--- config.mk ---
export PLATFORM = sky130hd
export DESIGN_NAME = csa_column_resolve
export DESIGN_NICKNAME = d
export VERILOG_FILES = /design/src/rtl/csa_resolve_pkg.sv /design/src/rtl/csa_column_resolve.sv
export SDC_FILE = /design/constraint.sdc
export NUM_CORES = 1
export LEC_CHECK = 0
export ABC_AREA = 1
export BUFFER_PORTS_ARGS = -buffer_cell sky130_fd_sc_hd__buf_2
export CORE_ASPECT_RATIO = 1.4
export CORE_UTILIZATION = 30
export DETAILED_ROUTE_END_ITERATION = 12
export PLACE_DENSITY = 0.59
export SYNTH_ARGS = -nofsm -noshare
export SYNTH_HDL_FRONTEND = slang
export SYNTH_SLANG_ARGS = --single-unit
--- constraint.sdc ---
create_clock -name clk -period 2.1 [get_ports clk]
set_input_delay 0 -clock clk [delete_from_list [all_inputs] [get_ports clk]]
set_output_delay 0 -clock clk [all_outputs]
set_load 0.01 [all_outputs]
--- src/rtl/csa_resolve_pkg.sv ---
// Shared widths and FSM state type for the carry-save column resolve stage.
package csa_resolve_pkg;

  localparam int DIGIT_W = 16;
  localparam int ACC_W   = 20;
  // Carry held between columns; derived from the other two widths.
  localparam int CARRY_W = ACC_W + 2 - DIGIT_W;

  // RUN accepts columns; FLUSH owes the residual-carry digit.
  typedef enum logic {
    RUN   = 1'b0,
    FLUSH = 1'b1
  } state_t;

endpackage : csa_resolve_pkg

--- src/rtl/csa_column_resolve.sv ---
// Sequential carry-resolve stage: takes one redundant (C, S) column per cycle,
// least-significant column first, adds the carry left from the previous column
// and emits one normalized DIGIT_W digit per column.
//
// Build option: define CSA_RESOLVE_FLUSH_EN to emit one extra digit holding the
// residual carry after each operand (carry_out is then constant 0). Without it
// the in_last digit carries out_last and carry_out holds the residual carry.
//
// Handshake: a transfer happens on a port when valid & ready are both high at
// the rising clock edge. out_valid, once raised, holds with out_digit,
// out_last and carry_out stable until out_ready. in_valid must not depend on
// in_ready. The only combinational path from out_ready is to in_ready.
module csa_column_resolve
  import csa_resolve_pkg::*;
(
  input  logic               clk,
  input  logic               rst,
  input  logic               in_valid,
  output logic               in_ready,
  input  logic [ACC_W-1:0]   in_c,
  input  logic [ACC_W-1:0]   in_s,
  input  logic               in_last,
  output logic               out_valid,
  input  logic               out_ready,
  output logic [DIGIT_W-1:0] out_digit,
  output logic               out_last,
  output logic [CARRY_W-1:0] carry_out
);

  state_t             state;
  state_t             state_next;
  logic [CARRY_W-1:0] carry_q;
  logic [ACC_W+1:0]   sum;
  logic               out_free;
  logic               in_fire;

  // Output register can take a new digit when empty or being drained.
  assign out_free = !out_valid || out_ready;
  assign in_fire  = in_valid && in_ready;

  // Column adder: carry_q <= 32 keeps the sum below 2^22, so nothing is lost.
  assign sum = {2'b00, in_c} + {2'b00, in_s}
             + {{(ACC_W + 2 - CARRY_W){1'b0}}, carry_q};

`ifdef CSA_RESOLVE_FLUSH_EN
  logic [CARRY_W-1:0] flush_carry_q;
  logic               flush_take;

  // In FLUSH the residual digit moves into the output register once it frees up.
  assign flush_take = (state == FLUSH) && out_free;
  assign carry_out  = '0;
`endif

  // State register.
  always_ff @(posedge clk) begin
    if (rst) begin
      state <= RUN;
    end else begin
      state <= state_next;
    end
  end

  // Next-state logic.
  always_comb begin
    state_next = state;
`ifdef CSA_RESOLVE_FLUSH_EN
    unique case (state)
      RUN:     if (in_fire && in_last) state_next = FLUSH;
      FLUSH:   if (flush_take)         state_next = RUN;
      default: state_next = RUN;
    endcase
`else
    state_next = RUN;
`endif
  end

  // FSM outputs: columns are accepted only in RUN with room at the output.
  always_comb begin
    in_ready = (state == RUN) && out_free;
  end

  // Carry register and output register; reset drops any partial operand.
  always_ff @(posedge clk) begin
    if (rst) begin
      carry_q   <= '0;
      out_valid <= 1'b0;
      out_digit <= '0;
      out_last  <= 1'b0;
`ifdef CSA_RESOLVE_FLUSH_EN
      flush_carry_q <= '0;
`else
      carry_out <= '0;
`endif
    end else if (in_fire) begin
      // The next operand always starts from zero carry.
      carry_q   <= in_last ? '0 : sum[ACC_W+1:DIGIT_W];
      out_valid <= 1'b1;
      out_digit <= sum[DIGIT_W-1:0];
`ifdef CSA_RESOLVE_FLUSH_EN
      out_last      <= 1'b0;
      flush_carry_q <= sum[ACC_W+1:DIGIT_W];
`else
      out_last  <= in_last;
      carry_out <= in_last ? sum[ACC_W+1:DIGIT_W] : '0;
`endif
`ifdef CSA_RESOLVE_FLUSH_EN
    end else if (flush_take) begin
      out_valid <= 1'b1;
      out_digit <= {{(DIGIT_W - CARRY_W){1'b0}}, flush_carry_q};
      out_last  <= 1'b1;
`endif
    end else if (out_ready) begin
      out_valid <= 1'b0;
    end
  end

endmodule : csa_column_resolve

==> results_dict.tcl <==
set metrics [dict create \
    status "complete, but fails checks" \
    violations "setup timing" \
    synthesis.area_sq_um 2640 \
    antenna_found_initial 0 \
    p_leak_nw 2.00 \
    crit_path_end_kind "flop" \
    syn_nets 481 \
    clk_pin_slew_ns 0.06 \
    ys_ff_latch 30 \
    chipHeight_microns 113 \
    core_area_sq_um 8560 \
    worstSetupStartpointType "flop" \
    die_w_microns 81.3 \
    seq_area_frac_synth 0.228 \
    layout-drive-gt1-share 0.330 \
    instances_no_fill 593 \
    io_pins 70 \
    maxCapViolations 0 \
    num_rows 40 \
    avgSynthCellArea_sq_um 6.66 \
    clock_sinks 30 \
    max_freq_mhz 451 \
    gr-total-overflow 0 \
    portBuffers 69 \
    setup_slack_ns -0.119 \
    final_nets 572 \
    gp_congestion 0.869 \
    grt_max_degree 31 \
    required_ns 2.31 \
    numCtsBuffers 5 \
    drt_wl_total_microns 6980 \
    die-area_sq_um 9180 \
    antenna_cells 0 \
    area_delta_synth_final_pct 37.2 \
    grt_pass1_wl_microns 11700 \
    drv_slew 0 \
    setup-violations-final 16 \
    irDropWorstVdd_uv 426 \
    hold_violations 0 \
    critPathLaunch "carry_q[1]" \
    dp_slack_ns -0.167 \
    ctsLongestPathBuffers 2 \
    vias 2731 \
    fillCellCount 874 \
    routed_via_density 4.61 \
    remaining_drc_errors 0 \
    ant_nets 0 \
    first_pass_iters 6 \
    hold_start "out_ready" \
    setup-tns-final_ns -1.22 \
    powerDensity_nw_per_um2 716 \
    ys_types 29 \
    reg2reg_slack_ns -0.12 \
    r2r_start "carry_q[1]" \
    dp.final_hpwl_microns 5550 \
    start_util 0.308 \
    dp_cells 577 \
    ys_warn_count 0 \
    grt_pass1_vias 2655 \
    syn_inst 396 \
    htree_levels 2 \
    max_slew_margin 0.603 \
    grt_use_total 0.163 \
    post-route-period-util 1.06 \
    hold_path.class "input pin to flop" \
    grt_setup_unrepaired "true" \
    clkLatencyLatePin_ns 0.28 \
    worst_slew_pin_slew_ns 0.596 \
    cp_max_fo 3 \
    arrival_ns 2.43 \
    finalCriticalPeriod_ns 2.22 \
    clock_skew_ns 0.00506 \
    cts_tree "yes" \
    worstSetupPathType "flop to flop" \
    root_buffer "clkbuf_16" \
    wl_per_cell_microns 11.8 \
    drt_iter0_drc 87 \
]
per-layer routing:
metal,vias up,wire (microns),track usage
met5,-,0,0
met4,0,154,0.0500
met3,12,210,0.0202
met2,59,3740,0.302
met1,1223,2870,0.188
li1,1437,-,-
worst max-delay path: stages, from the launching register on:
cell and delay (ns):
dfxtp_2 0.32, fa_1 0.48, ha_2 0.19, inv_2 0.04
fa_2 0.34, inv_2 0.08, nand3_2 0.06, nand3_2 0.07
nand2_2 0.07, nand2_4 0.08, nand2_4 0.05, nand2_2 0.06
nand2_1 0.05, nand2_1 0.08, nand2_1 0.07, a21oi_2 0.13
flip-flops by register name (all words and copies together) (netlist names):
| signal | count |
|---|---|
| carry_out | 6 |
| carry_q | 6 |
| out_digit | 16 |
| out_last | 1 |
| out_valid | 1 |
worst paths after layout:
check,to,cells past startpoint
worst max-delay path,carry_out[5],15
worst min-delay path,out_valid,4
worst max register to register,carry_out[5],15
worst min register to register,carry_out[2],2
logic make-up (layout without fill, tap and decap cells):
kind of cell | after synthesis | after routing | share of synthesized area
buffers and inverters | 66 | 158 | 0.0948
adders and majority gates | 40 | 40 | 0.210
DFF | 30 | 30 | 0.228
and+or+nand+nor | 205 | 205 | 0.337
xor gates and xnor gates | 7 | 7 | 0.0232
AOI/OAI and AO/OA | 48 | 48 | 0.108
cell usage in the layout, fill, tap and decap left out, types with 2 or more instances in the layout:
master / instances
bufinv_16: 2
ha_4: 4
nand2_2: 22
a21o_1: 2
a211oi_1: 3
buf_2: 69
buf_4: 20
inv_1: 55
dfxtp_2: 5
a21oi_1: 25
buf_6: 2
ha_1: 28
o21ai_1: 2
nand2_4: 3
xor2_1: 5
nand2_1: 87
xnor2_1: 2
dfxtp_1: 25
fa_1: 6
and2_1: 3
o21ai_0: 9
nand3_2: 9
nor3_1: 2
nand3_4: 2
nor2_2: 5
a21oi_2: 4
nand3_1: 18
clkbuf_16: 5
inv_2: 4
nor2_1: 51
through the flow:
stage                     total power, W   util  hold WS (ns)  instance area (sq um)
final                            0.00259  0.423        0.0113                   3620
after global routing             0.00276  0.423        0.0449                   3620
after CTS                        0.00257  0.413        0.0146                   3530
after detailed placement         0.00151  0.374         0.307                   3200
after global placement           0.00151  0.374         0.298                   3200
after floorplan                  0.00122      -         0.127                   2650
final cells by class:
cell class	count	area (sq um)	share of cell area
Multi-Input combinational cell	300	1940	0.537
Timing Repair Buffer	91	518	0.143
Inverter	59	221	0.0612
Sequential cell	30	607	0.168
Clock buffer	6	139	0.0384
Clock inverter	2	60.1	0.0166
Tap cell	105	131	0.0363
timing repair:
item,CTS,global route
endpoints found under the setup margin,21,24
pin swaps,10,10
hold buffers,0,0
gates resized for setup,20,20
setup buffers,5,4
gates cloned,0,0
where the power goes:
group | internal, W | switching (W)
clock network | 0.000712 | 0.000272
registers | 0.000623 | 0.0000258
logic | 0.000424 | 0.000535
total | 0.00176 | 0.000833
Yosys cell counts:
cell type | instances | area [sq um]
nand2_1 | 105 | 394
inv_1 | 57 | 214
nor2_1 | 53 | 199
ha_1 | 33 | 413
dfxtp_1 | 30 | 601
a21oi_1 | 25 | 125
nand3_1 | 22 | 110
o21ai_0 | 9 | 45.0
fa_1 | 7 | 140
nand2_2 | 7 | 43.8
nand3_2 | 7 | 70.1
clkbuf_1 | 5 | 18.8
xor2_1 | 5 | 43.8
a21oi_2 | 4 | 35.0
a211oi_1 | 3 | 22.5
and2_1 | 3 | 18.8
nor2_2 | 3 | 18.8
a21o_1 | 2 | 15.0
buf_2 | 2 | 10.0
inv_2 | 2 | 7.51
nor3_1 | 2 | 10.0
o21ai_1 | 2 | 10.0
xnor2_1 | 2 | 17.5
a21oi_4 | 1 | 16.3
nand3b_1 | 1 | 7.51
nand3b_2 | 1 | 11.3
nand4_1 | 1 | 6.26
o21bai_1 | 1 | 7.51
o31ai_1 | 1 | 7.51
Power figures use the tool's default switching activity.
